`src/rtl/sanduba_n.sv`:
```
// sanduba_n: parametrised vending controller with per-product prices,
// saturating coin credit, timed product delivery and optional auto-refund.
module sanduba_n #(
  parameter int                  NPROD       = 3,
  parameter int                  CW          = 5,
  parameter logic [NPROD*CW-1:0] PRICES      = {5'd5, 5'd4, 5'd3},
  parameter int                  DELIV_CYC   = 4,
  parameter bit                  AUTO_REFUND = 1'b0
) (
  input  logic             clock,
  input  logic             reset,
  input  logic             m100,
  input  logic             dev,
  input  logic [NPROD-1:0] req,
  output logic [NPROD-1:0] deliver,
  output logic             d100,
  output logic             busy,
  output logic             nulo,
  output logic [CW-1:0]    count,
  output logic [2:0]       ea
);

  localparam logic [2:0] ACTION = 3'd0;
  localparam logic [2:0] SOMA   = 3'd1;
  localparam logic [2:0] SERVE  = 3'd2;
  localparam logic [2:0] REFUND = 3'd3;
  localparam logic [2:0] NULO   = 3'd4;

  localparam int SW = (NPROD > 1) ? $clog2(NPROD) : 1;
  localparam int TW = $clog2(DELIV_CYC + 1);

  logic [SW-1:0] sel, sel_n;
  logic [TW-1:0] timer, timer_n;
  logic [CW-1:0] count_n;
  logic [2:0]    ea_n;

  logic          multi;
  logic          hit;
  logic [SW-1:0] hit_idx;
  logic [CW-1:0] hit_price;

  // Request decode: reject multiple requests, find an affordable single one
  always_comb begin
    multi     = (req & (req - NPROD'(1))) != '0;
    hit       = 1'b0;
    hit_idx   = '0;
    hit_price = '0;
    for (int unsigned i = 0; i < NPROD; i++) begin
      if (req[i] && !multi && (count >= PRICES[CW*i +: CW])) begin
        hit       = 1'b1;
        hit_idx   = SW'(i);
        hit_price = PRICES[CW*i +: CW];
      end
    end
  end

  // Next-state and datapath update; inputs only matter in ACTION
  always_comb begin
    ea_n    = ea;
    count_n = count;
    timer_n = timer;
    sel_n   = sel;
    case (ea)
      ACTION: begin
        if (dev && (count != '0)) begin
          ea_n = REFUND;
        end else if (multi) begin
          ea_n = NULO;
        end else if (hit) begin
          ea_n    = SERVE;
          sel_n   = hit_idx;
          count_n = count - hit_price;
          timer_n = TW'(DELIV_CYC - 1);
        end else if (m100) begin
          ea_n = SOMA;
        end
      end
      SOMA: begin
        if (count != '1) count_n = count + CW'(1);
        ea_n = ACTION;
      end
      SERVE: begin
        if (timer == '0) begin
          ea_n = (AUTO_REFUND && (count != '0)) ? REFUND : ACTION;
        end else begin
          timer_n = timer - TW'(1);
        end
      end
      REFUND: begin
        // Guarded so a zero credit can never wrap; the last coin exits
        if (count <= CW'(1)) begin
          count_n = '0;
          ea_n    = ACTION;
        end else begin
          count_n = count - CW'(1);
        end
      end
      NULO:    ea_n = ACTION;
      default: ea_n = ACTION;
    endcase
  end

  // State registers with synchronous active-low reset
  always_ff @(posedge clock) begin
    if (!reset) begin
      ea    <= ACTION;
      count <= '0;
      timer <= '0;
      sel   <= '0;
    end else begin
      ea    <= ea_n;
      count <= count_n;
      timer <= timer_n;
      sel   <= sel_n;
    end
  end

  // Moore outputs decoded from the registered state
  always_comb begin
    busy = (ea != ACTION);
    nulo = (ea == NULO);
    d100 = (ea == REFUND) || ((ea == SOMA) && (count == '1));
    for (int unsigned i = 0; i < NPROD; i++) begin
      deliver[i] = (ea == SERVE) && (sel == SW'(i));
    end
  end

endmodule

```
`config.mk`:
```
export PLATFORM = sky130hd
export DESIGN_NAME = sanduba_n
export DESIGN_NICKNAME = d
export VERILOG_FILES = /design/src/rtl/sanduba_n.sv
export SDC_FILE = /design/constraint.sdc
export NUM_CORES = 1
export LEC_CHECK = 0
export BUFFER_PORTS_ARGS = -buffer_cell sky130_fd_sc_hd__buf_2
export CORE_MARGIN = 5
export CORE_UTILIZATION = 34
export CTS_CLUSTER_SIZE = 14
export DETAILED_ROUTE_END_ITERATION = 12
export GPL_TIMING_DRIVEN = 0
export SLEW_MARGIN = 20
export SYNTH_ARGS = -nofsm -noshare
export SYNTH_HDL_FRONTEND = slang
export SYNTH_SLANG_ARGS = --single-unit
```
`constraint.sdc`:
```
create_clock -name clock -period 4 [get_ports clock]
set_input_delay 0.2 -clock clock [delete_from_list [all_inputs] [get_ports clock]]
set_output_delay 0.2 -clock clock [all_outputs]
set_load 0.02 [all_outputs]
```
== Word-level counts from Yosys, hierarchy flattened ==
Index checks and enable logic that the tools add are counted.

* $add $sub $neg: 5
* $lt $le $gt $ge: 4
* Eq/ne operators: 16
* Mux-type cells: 26
* Bitwise logic cells: 3
* Reduce and logical (&&, ||, !) cells: 25

{| class="wikitable"
|+ Operators by type and width
! cell !! number
|-
| $mux 5 || 7
|-
| $mux 3 || 10
|-
| $pmux 5 s3 || 1
|-
| $ne 2x2->1 const B || 7
|-
| $logic_and 1x1->1 || 11
|-
| $ge 5x3->1 const B || 2
|-
| $ne 5x5->1 const B || 2
|-
| $reduce_and 5->1 || 2
|-
| $pmux 3 s3 || 1
|-
| $reduce_bool 3->1 || 3
|-
| $eq 3x2->1 const B || 2
|-
| $logic_not 3->1 || 2
|-
| $pmux 3 s2 || 1
|-
| $sub 3x1->3 const B || 2
|-
| $add 5x1->5 const B || 1
|-
| $eq 5x5->1 const B || 1
|-
| $ge 5x2->1 const B || 1
|-
| $le 5x1->1 const B || 1
|-
| $reduce_bool 5->1 || 1
|-
| $sub 5x1->5 const B || 1
|-
| $sub 5x5->5 || 1
|-
| $mux 1 || 4
|-
| $mux 2 || 2
|-
| $reduce_and 4->1 || 1
|-
| 11 further kinds || 12
|}

* Register bits after elaboration: 13
* Word-level logic and storage cells: 83

== Depth between registers and ports, before layout ==
Gate-level depths: netlist (run 1).

* Depth after elaboration: 14
* Gate-level depth with buffers: 15
* Gate-level depth less buffers: 15

== Worst setup path before layout (run 1) ==
No wires, ideal clock.

* Path type: register -> register
* Start point: register count[0]
* End point: register count[4]
* Library setup time: 96 ps
* Data arrival time: 2828 ps
* Required time: 3904 ps
* Setup slack: 1076 ps
* Cell stages (with the launch flop): 13
* Clock period less this slack: 2924 ps
* Path through: dfxtp_1 ha_1 nor3_1 a311oi_1 o21ai_0 ha_1 nor2b_1 ha_1 a21o_1 a21oi_1 xnor2_1 mux2i_1 o41ai_2

* Longest elaborated chain between the ends: 10
* Elaborated cells between the ends (all ways): 29
* Classes of those cells: add/sub: 3; order compare: 4; eq/ne: 4; mux: 12; reduce/logical: 6

{| class="wikitable"
|+ RTL lines
! element !! RTL line !! source
|-
| from (decl) || 19 || <nowiki>output logic [CW-1:0] count,</nowiki>
|-
| from (signal assigned) || 112 || <nowiki>count <= count_n;</nowiki>
|-
| $ge 5x2->1 || 49 || <nowiki>if (req[i] && !multi && (count >= PRICES[CW*i +: CW])) begin</nowiki>
|-
| $logic_and 1x1->1 || 49 ||
|-
| $mux 2 || 49 ||
|-
| $mux 5 (2 in series) || 49 ||
|-
| $sub 5x5->5 || 72 || <nowiki>count_n = count - hit_price;</nowiki>
|-
| $mux 5 || 69 || <nowiki>end else if (hit) begin</nowiki>
|-
| $mux 5 || 67 || <nowiki>end else if (multi) begin</nowiki>
|-
| $mux 5 || 65 || <nowiki>if (dev && (count != '0)) begin</nowiki>
|-
| $pmux 5 s3 || 63 || <nowiki>case (ea)</nowiki>
|}

Parallel ways exist; a longest one is shown, timed or not. The select of a mux whose other input is x is not followed.
A chain may end at the register's enable or synchronous reset.

== Final worst setup path (run 1) ==
* Start point: register count[1]
* End point: register count[4]

The elaborated chain is that of the path after synthesis.

==> impl_results.md, run 1 <==
- Register Area: between 200 and 300 µm²
- TNS Setup: 0 ns
- Fin area: about 0.0013 mm²
- TritonCTS clock tree: done
- Layout area overhead: 15.7%
- Pwr per Cell Area: 352 mW/mm²
- Synth warn: 0
- Core Region: between 0.003 and 0.004 mm²
- 1st-iter DRT viols: 57
- Met2 Use GR: 21.1%
- CP Data Arrival Time: roughly 3.4 ns
- Max clock buf depth: 2
- Global placement routability congestion: between 0.8 and 0.9
- Peak VDD IR: 0.0916 mV
- Clk Latency, worst-skew pair: approximately 0.28 ns
- Synth top area cells: dfxtp_1, ha_1, a21oi_1
- CTS Hold Bufs: 0
- Reg2reg start: count[1]
- Post_cts resized: 0
- Hold path start: m100
- Diode count: 0
- Die Wd: approximately 68 µm
- Fillers: about 330
- Clock transition at the registers of the reported paths: around 0.090 ns
- DIE HEIGHT: a little under 70 µm
- Crit path launch: count[1]
- Initial Util: between 30% and 40%
- Final setup violation count: 0
- Skew final: 0.00678 ns
- Largest net degree at the start of global routing: 11
- Worst setup SP type: register
- DRC Markers: 0
- Ys flop type: dfxtp_1
- Critical Path RT: around 4.2 ns
- Via density: 5.14
- I/O pin cnt: 21
- # Max-Cap Violations: 0
- Setup bufs post-CTS: 0
- Number of synthesized flops with an enable pin: 0
- Drt pass-1 iters: 4
- Total Routing Usage GR: 13.3%
- Slew headroom: 39.5%
- Row count: 20
- Num Clock Sinks: 13
- Placed cell area: 0.00127 mm²
- #FFs+latches synth: 13
- Dpl hpwl: 2.17 mm
- DR WL/cell: between 10 and 15 µm
- Worst hold slack: ~0.28 ns
- Tmin final: approximately 3.2 ns
- H-tree depth: 1
- Syn Nets: approximately 160
- Layout Cells excl Fill: between 200 and 250
- WL final: between 2 and 3 mm
- Total power: 458 µW
- Largest area contributor in the synthesized netlist: dfxtp_1
- Top cell type's share of synthesized area: ~23%
- Initial antenna violation count: 0
- FFs w/ async S/R, synth: 0%
- Final Cycle Share: approximately four fifths
- Worst Tran Pin Value: ~0.9 ns
- Status: complete, no violations
- Met1 usage: 16.3%
- Grt met3 use: about 2.8%
- Footprint of the multi-input gates: roughly 760 µm²
- Busiest grt layer: met2
- Net count, final: between 150 and 200
- Most common cell in the netlist: inv_1
- TritonCTS Buffers: 3
- Syn Std Cell Area: 0.00112 mm²
- IO Port Bufs: 19
- Worst hold path class: in -> reg
- Seq/Total Area, Yosys: a little under a quarter
- Post-synth cell types: 45
- Commonest cells post-synth: inv_1, a21oi_1, dfxtp_1, ha_1, nor2_1
- Vias: roughly 1100
- Placed Instances: between 200 and 250
- Final hold violations: 0
- Layout cell share with drive strength beyond 1: between 10% and 20%
- Die area: about 0.0046 mm²
- Syn_area_per_cell: around 8.2 µm²
- Worst-path fanout max: 7
- Static leakage: between 0.0006 and 0.0007 µW
- Max-slew violations: 0
- Unrepaired setup endpoints after global routing: false
- Vias in the first global route: a little over 1000
- Grt ovf: 0
- Cells after synthesis: 138
- Worst setup EP type: register
- First-pass GRT wire length: ~4.5 mm
- Root Buffer: clkbuf_4
- Antenna Nets Post-Route: 0
- Max frequency: 0.315 GHz
- WS Path Type: reg -> reg
sequential cells by signal (all words and copies together) (netlist names):
register,cells
ea,3
timer,3
sel,2
count,5
cell usage in the layout (no fill, tap or decap), types with 2 or more instances in the layout:
| cell type | Yosys | routed |
|---|---|---|
| buf_2 | 0 | 19 |
| dfxtp_1 | 13 | 13 |
| o22ai_1 | 3 | 3 |
| clkbuf_4 | 0 | 3 |
| inv_1 | 15 | 15 |
| nand2b_1 | 4 | 4 |
| o21ai_0 | 3 | 3 |
| ha_1 | 11 | 11 |
| a21o_1 | 2 | 2 |
| a31oi_1 | 3 | 3 |
| and2_1 | 2 | 2 |
| a211oi_1 | 2 | 2 |
| nor2b_1 | 5 | 5 |
| xor2_1 | 2 | 2 |
| nand4_1 | 2 | 2 |
| nor3_1 | 6 | 6 |
| nand2_1 | 7 | 7 |
| a21oi_1 | 13 | 13 |
| o211a_1 | 2 | 2 |
| mux2i_1 | 3 | 3 |
| buf_6 | 3 | 3 |
| nor2_1 | 10 | 10 |
| nor3b_1 | 3 | 3 |
logic make-up (layout without fill, tap and decap cells):
logic type / Yosys count / in the layout / share of synthesized area (%)
AND/OR/NAND/NOR: 42 / 42 / 20.0
adder cells (fa/ha/maj): 13 / 13 / 14.9
flip-flops: 13 / 13 / 23.1
buffers and inverters: 22 / 45 / 9.68
XOR/XNOR: 3 / 3 / 2.34
multiplexers: 3 / 3 / 2.67
AO/OA/AOI/OAI: 42 / 42 / 27.3
layer usage:
layer / part of all wire, % / vias up
met5: 0 / -
met4: 2.8 / 0
met3: 3.9 / 8
met2: 45 / 26
met1: 48 / 479
li1: - / 540
final timing paths:
check                                end  slack (ns)  depth (start not counted)
worst max-delay path            count[4]        0.83                         13
worst min-delay path               ea[0]        0.28                          3
worst max register to register  count[4]        0.83                         13
worst min register to register  timer[1]        0.51                          1
power breakdown:
| part | internal, µW | switching (µW) |
|---|---|---|
| Clock | 38.7 | 45.3 |
| Combinational | 79.9 | 135 |
| Sequential | 142 | 17.2 |
| Total | 260 | 198 |
critical path: stages, from the launching register on:
cell and delay (ns):
dfxtp_1 0.39, inv_2 0.16, ha_1 0.19, nor3_1 0.06, a311oi_1 0.42, o21ai_0 0.18
ha_1 0.29, nor2b_1 0.14, ha_1 0.32, a21o_1 0.19, a21oi_1 0.19, xnor2_1 0.16
mux2i_1 0.11, o41ai_2 0.28
per-stage QoR:
stage / util (%) / setup slack [ns]
after floorplan: - / 1.08
after CTS: 41.9 / 0.815
after detailed placement: 41.1 / 0.862
after global placement: 41.1 / 0.868
after global routing: 41.9 / 0.654
final: 41.9 / 0.825
layout make-up:
class / instances / area share, %
inverter: 17 / 4.90
buffer: 5 / 3.46
sequential: 13 / 20.0
clock buffer: 4 / 2.02
multi-input combinational: 103 / 58.1
tap: 44 / 4.23
timing repair buffer: 19 / 7.31
(Power assumes the default switching activity.)
==> inputs of run 2 (changes only) <==
==> constraint.sdc (replaced) <==
create_clock -name clock -period 3 [get_ports clock]
set_input_delay 0.15 -clock clock [delete_from_list [all_inputs] [get_ports clock]]
set_output_delay 0.15 -clock clock [all_outputs]
set_load 0.02 [all_outputs]
==> run 2 against run 1 <==
Clock power up 35%. Clock skew up 0.0033 ns. Final cell count up 2.0%. Hold slack worse by 0.048 ns. Critical path depth unchanged. Critical endpoint unchanged. Largest power group unchanged.
==> impl_results.md, run 2 (same netlist as run 1, synthesis figures left out) <==
- First-pass GRT wire length: 4.57 mm (+0.91%)
- Initial Util: 36.3% (unchanged)
- Layout cell share with drive strength beyond 1: 27.3% (+7.4 points)
- Fin area: 0.00139 mm² (+6.8%)
- Dpl hpwl: 2.17 mm (unchanged)
- Num Clock Sinks: 13 (unchanged)
- Final Cycle Share: 97.2% (+18 points)
- TNS Setup: 0 ns (unchanged)
- Worst-path fanout max: 6 (-1)
- Diode count: 0 (unchanged)
- CP delay by family, top: compound AO/OA/AOI/OAI gates
- DRC Markers: 0 (unchanged)
- I/O pin cnt: 21 (unchanged)
- Slew headroom: 37.8% (-1.7 points)
- Layout area overhead: 23.6%
- Core Region: 0.00310 mm² (unchanged)
- Global placement routability congestion: 0.890 (unchanged)
- CTS Hold Bufs: 0 (unchanged)
- Antenna Nets Post-Route: 0 (unchanged)
- Biggest regs: count (5), ea (3), timer (3)
- Drt pass-1 iters: 4 (unchanged)
- Clock transition at the registers of the reported paths: 0.09 ns (about the same)
- Max frequency: 0.343 GHz (+8.9%)
- IO Port Bufs: 19 (unchanged)
- Via density: 5.15 (+0.23%)
- WL final: 2.81 mm (+2.2%)
- Most frequent cells in the layout: buf_2, inv_1, a21oi_1, nor2_1, dfxtp_1
- Largest stage delay, worst path: 0.40 ns (-0.02 ns)
- Static leakage: 0.000641 µW (+3.8%)
- Max-slew violations: 0 (unchanged)
- Critical Path RT: 3.19 ns (-1.00 ns)
- Register name with the most flops: count
- Total power: 652 µW (+42%)
- WS Path Type: reg -> reg
- TritonCTS Buffers: 3 (unchanged)
- Setup ws final: 0.0838 ns (-0.742 ns)
- DR WL/cell: 13.5 µm (+0.26%)
- Worst Tran Pin Value: 0.921 ns (+0.0247 ns)
- 1st-iter DRT viols: 53 (-7.0%)
- Tmin final: 2.92 ns (-0.258 ns)
- Skew final: 0.0101 ns (+0.00327 ns)
- TritonCTS clock tree: done
- Setup WS pre-CTS: -0.138 ns (-1.00 ns)
- Peak VDD IR: 0.122 mV (+33%)
- Root Buffer: clkbuf_4
- Buf+Inv Stages, Crit Path: 1 (unchanged)
- Final setup violation count: 0 (unchanged)
- Worst setup EP type: register
- Total Routing Usage GR: 13.4% (+0.10 points)
- H-tree depth: 1 (unchanged)
- Largest net degree at the start of global routing: 11 (unchanged)
- Grt ovf: 0 (unchanged)
- Placed cell area: 0.00127 mm² (unchanged)
- Status: complete, no violations
- Fillers: 321 (-2.1%)
- Post-layout util: 44.8% (+2.9 points)
- CP max stage cell: dfxtp_4
- Die Wd: 67.5 µm (unchanged)
- DIE HEIGHT: 67.5 µm (unchanged)
- Critical path cell sequence: inv_8 > ha_4 > nor3_2 > a311oi_2 > a21oi_2 > ha_1 > nor2b_1 > ha_1 > a21o_1 > a21oi_2 > xnor2_1 > mux2i_1 > o41ai_2
- Max clock buf depth: 2 (unchanged)
- Die area: 0.00456 mm² (unchanged)
- CP Data Arrival Time: 3.11 ns (-0.25 ns)
- Most common cell after layout, fill and taps aside: buf_2
- Final hold violations: 0 (unchanged)
- Worst setup SP type: register
- Clk Latency, worst-skew pair: 0.28 ns (about the same)
- # Max-Cap Violations: 0 (unchanged)
- Vias: 1076 (+2.2%)
- Worst hold path class: in -> reg
- Net count, final: 185 (+2.2%)
- Pwr per Cell Area: 469 mW/mm² (+33%)
- Row count: 20 (unchanged)
- Largest register FFs: 5 (unchanged)
- Initial antenna violation count: 0 (unchanged)
- Vias in the first global route: 1023 (+0.79%)
run 2: changes by cell type in the layout (fill, tap and decap cells not counted), sizes merged:
cell,before,now
buf,24,28
run 2: tightest hold or removal path, stage by stage:
cell     delay (ns)
buf_2          0.07
a31oi_1        0.10
o22ai_1        0.13
run 2: final timing paths:
| kind | start | endpoint | slack, ns | cells after the start |
|---|---|---|---|---|
| max | count[1] | count[4] | 0.08 | 13 |
| min | m100 | ea[0] | 0.23 | 3 |
| max reg2reg | count[1] | count[4] | 0.08 | 13 |
| min reg2reg | timer[1] | timer[1] | 0.51 | 1 |
run 2: repair_timing:
item | 4_1_cts | 5_1_grt
buffers inserted | 1 | 3
endpoints found under the setup margin | 1 | 1
resized for setup | 6 | 11
pin swaps | 2 | 7
run 2: power by group:
part	internal (µW)	switching [µW]
clock network	51.5	61.9
registers	193	31.3
logic	127	188
total	371	281
run 2: through the flow:
| stage | instances | hold slack (ns) |
|---|---|---|
| after global placement | 201 | 0.483 |
| after floorplan | 138 | 0.352 |
| after detailed placement | 201 | 0.493 |
| final | 209 | 0.231 |
| after global routing | 209 | 0.251 |
| after CTS | 206 | 0.213 |
run 2: routing by layer:
layer	wire length, µm	global-route usage, %
met1	1360	16.4
met2	1290	21.4
met3	91	2.83
met4	75	8.10
met5	0	0
run 2: cell type report:
type,count,area (µm²),area share (%)
repair buffers,23,125,9.00
clock buffers,4,26.3,1.89
multi-input cells,103,798,57.4
inverters,17,71.3,5.13
plain buffers,5,45.0,3.24
well taps,44,55.1,3.96
flip-flops and latches,13,269,19.4
==> inputs of run 3 (changes only) <==
--- a/config.mk
+++ b/config.mk
@@ -5,12 +5,14 @@
 export SDC_FILE = /design/constraint.sdc
 export NUM_CORES = 1
 export LEC_CHECK = 0
+export ABC_AREA = 1
 export BUFFER_PORTS_ARGS = -buffer_cell sky130_fd_sc_hd__buf_2
 export CORE_MARGIN = 5
 export CORE_UTILIZATION = 34
 export CTS_CLUSTER_SIZE = 14
 export DETAILED_ROUTE_END_ITERATION = 12
 export GPL_TIMING_DRIVEN = 0
+export SKIP_CTS_REPAIR_TIMING = 1
 export SLEW_MARGIN = 20
 export SYNTH_ARGS = -nofsm -noshare
 export SYNTH_HDL_FRONTEND = slang
==> run 3 against run 2 <==
Non-clock buffer count is 8 lower. First-iteration DRC count decreased by 25%. Global-route usage fell by 0.99 points. Die area up 8.3%. Register-to-register slack improved by 0.24 ns. Sequential share of layout area fell by 0.90 points. Sequential cell count is the same. Synthesized area increased by 9.8%. Synthesized cell count increased by 39%.
==> impl_results.md, run 3 <==
- Status: complete, no violations
- Clk Latency, worst-skew pair: 0.28 ns (about the same)
- Final Cycle Share: 89.1% (-8.1 points)
- Unrepaired setup endpoints after global routing: false
- Commonest cells post-synth: nand2_1, inv_1, nor2_1, dfxtp_1
- WL final: 2.78 mm (-1.1%)
- Largest family of logic cells by synthesized area: simple AND/OR/NAND/NOR gates
- WP depth: 19 (+6)
- Layout area overhead: 15.3%
- Most common cell in the netlist: nand2_1
- Biggest regs: count (5), ea (3), timer (3)
- Seq/Total Area, Yosys: 21.1% (-2.1 points)
- Dpl hpwl: 2.28 mm (+4.9%)
- Worst hold slack: 0.184 ns (-0.0462 ns)
- Max clock buf depth: 2 (unchanged)
- CP delay by family, top: simple AND/OR/NAND/NOR gates
- Final hold violations: 0 (unchanged)
- TNS Setup: 0 ns (unchanged)
- Largest net degree at the start of global routing: 11 (unchanged)
- Max frequency: 0.374 GHz (+9.1%)
- Simple-gate share of the synthesized area: 43.2% (+23 points)
- Row count: 21 (+5.0%)
- Largest register FFs: 5 (unchanged)
- Critical path cell sequence: inv_2 > a21oi_1 > nand3_4 > inv_2 > nor2_1 > nand2_1 > ha_1 > inv_1 > fa_1 > inv_1 > nand2_1 > a21boi_1 > nor2_1 > nand3_1 > nand2_1 > nand2_1 > nand2_1 > nor2_1 > nor2_2
- Crit-path most repeated cell: nand2_1
- Worst setup EP type: register
- CP max stage cell: dfxtp_1
- Initial antenna violation count: 0 (unchanged)
- DRC Markers: 0 (unchanged)
- DIE HEIGHT: 70.3 µm (+4.1%)
- Synth top area cells: dfxtp_1, nand2_1, ha_1
- Die Wd: 70.3 µm (+4.1%)
- Number of synthesized flops with an enable pin: 0 (unchanged)
- Worst Tran Pin Value: 0.253 ns (-0.667 ns)
- Vias: 1181 (+9.8%)
- Worst setup SP type: register
- FFs w/ async S/R, synth: 0% (unchanged)
- Num Clock Sinks: 13 (unchanged)
- Grt ovf: 0 (unchanged)
- Syn_area_per_cell: 6.43 µm² (-21%)
- Worst hold path class: in -> reg
- Largest area contributor in the synthesized netlist: dfxtp_1
- H-tree depth: 1 (unchanged)
- Global placement routability congestion: 0.823 (-7.5%)
- Top cell type's share of synthesized area: 21.1% (-2.1 points)
- Critical Path RT: 3.19 ns (about the same)
- TritonCTS clock tree: done
- Via density: 4.52 (-12%)
- Total Routing Usage GR: 12.4% (-0.99 points)
- Final setup violation count: 0 (unchanged)
- Slew headroom: 83.0% (+45 points)
- Adder-Cell Fraction of Synth Area: 12.8% (-2.1 points)
- Diode count: 0 (unchanged)
- Net count, final: 235 (+27%)
- I/O pin cnt: 21 (unchanged)
- Clock transition at the registers of the reported paths: 0.09 ns (about the same)
- Synth Area in Compound Gates: 9.02% (-18 points)
- Most common cell after layout, fill and taps aside: nand2_1
- Buf+Inv Stages, Crit Path: 4 (+3)
- First-pass GRT wire length: 4.98 mm (+9.1%)
- #FFs+latches synth: 13 (unchanged)
- Hold path start: reset
- Drt pass-1 iters: 4 (unchanged)
- Reg2reg start: count[2]
- DR WL/cell: 10.7 µm (-21%)
- Vias in the first global route: 1151 (+13%)
- IO Port Bufs: 19 (unchanged)
- Ys flop type: dfxtp_1
- Most frequent cells in the layout: nand2_1, inv_1, buf_2, nor2_1
- Mux contribution to synthesized area: 0% (-2.7 points)
- Syn Nets: 211 (+34%)
- Antenna Nets Post-Route: 0 (unchanged)
- WS Path Type: reg -> reg
- Crit path launch: count[2]
- Peak VDD IR: 0.324 mV (+170%)
- Die area: 0.00494 mm² (+8.3%)
- TritonCTS Buffers: 3 (unchanged)
- Core Region: 0.00342 mm² (+10%)
- Tmin final: 2.67 ns (-0.243 ns)
- Post-synth cell types: 25 (-44%)
- Skew final: 0.00258 ns (-0.00747 ns)
- Cells after synthesis: 192 (+39%)
- Root Buffer: clkbuf_4
- # Max-Cap Violations: 0 (unchanged)
- Hold Path Stages: 3 (unchanged)
- Register name with the most flops: count
- Syn Std Cell Area: 0.00123 mm² (+9.8%)
- Initial Util: 36.2% (-0.096 points)
- Max-slew violations: 0 (unchanged)
- Layout cell share with drive strength beyond 1: 25.6% (-1.7 points)
- CP Data Arrival Time: 2.86 ns (-0.25 ns)
- Pwr per Cell Area: 995 mW/mm² (+110%)
- Static leakage: 0.000762 µW (+19%)
- Synth warn: 0 (unchanged)
- R2r worst-path depth: 19 (+6)
- 1st-iter DRT viols: 40 (-25%)
- XOR/XNOR share of the synthesized area: 3.55% (+1.2 points)
- Largest stage delay, worst path: 0.44 ns (+0.04 ns)
- Worst-path fanout max: 7 (+1)
[run 3: path summary, 6_finish.rpt]
path	endpoint	slack, ns
worst max-delay path	count[4]	0.33
worst min-delay path	timer[2]	0.18
worst max register to register	count[4]	0.33
worst min register to register	timer[1]	0.49
[run 3: final cells by class]
type | instances | area, µm²
plain buffers | 1 | 5.00
fillers | 385 | 1990
repair buffers | 19 | 95.1
inverters | 33 | 124
clock buffers | 4 | 26.3
well taps | 46 | 57.6
flip-flops and latches | 13 | 263
multi-input cells | 145 | 853
[run 3: per-stage QoR]
stage / instances / power (µW) / setup slack [ns] / instance area [µm²] / util [%]
floorplan: 192 / 1090 / 0.300 / 1230 / -
global route: 261 / 1590 / 0.0291 / 1420 / 41.7
global placement: 257 / 1300 / 0.143 / 1390 / 40.6
detailed placement: 257 / 1300 / 0.148 / 1390 / 40.6
finish: 261 / 1420 / 0.327 / 1420 / 41.7
CTS: 261 / 1420 / 0.115 / 1410 / 41.4
[run 3: per-layer routing]
layer	wire (µm)	vias to the layer above	part of all wire, %	track usage (%)
met5	0	-	0	0
li1	-	655	-	-
met3	132	5	4.7	3.01
met4	40	0	1.4	4.47
met1	1400	495	50	15.9
met2	1210	26	43	20.2
[run 3: report_power, final]
group | internal (µW) | total (µW) | switching [µW] | leakage (µW)
Sequential | 227 | 291 | 63.4 | 0.000108
Combinational | 358 | 1010 | 649 | 0.000639
Clock | 51.7 | 119 | 67.3 | 0.0000150
Total | 637 | 1420 | 780 | 0.000762
[run 3: cell families after synthesis]
family | count (synthesis)
simple gates | 109
buf+inv | 34
compound gates | 19
flops | 13
fa+ha+maj | 12
xor+xnor | 5
[run 3: worst min-delay path: stages]
cell,delay (ns)
buf_2,0.17
nand2_1,0.08
nor2_1,0.03
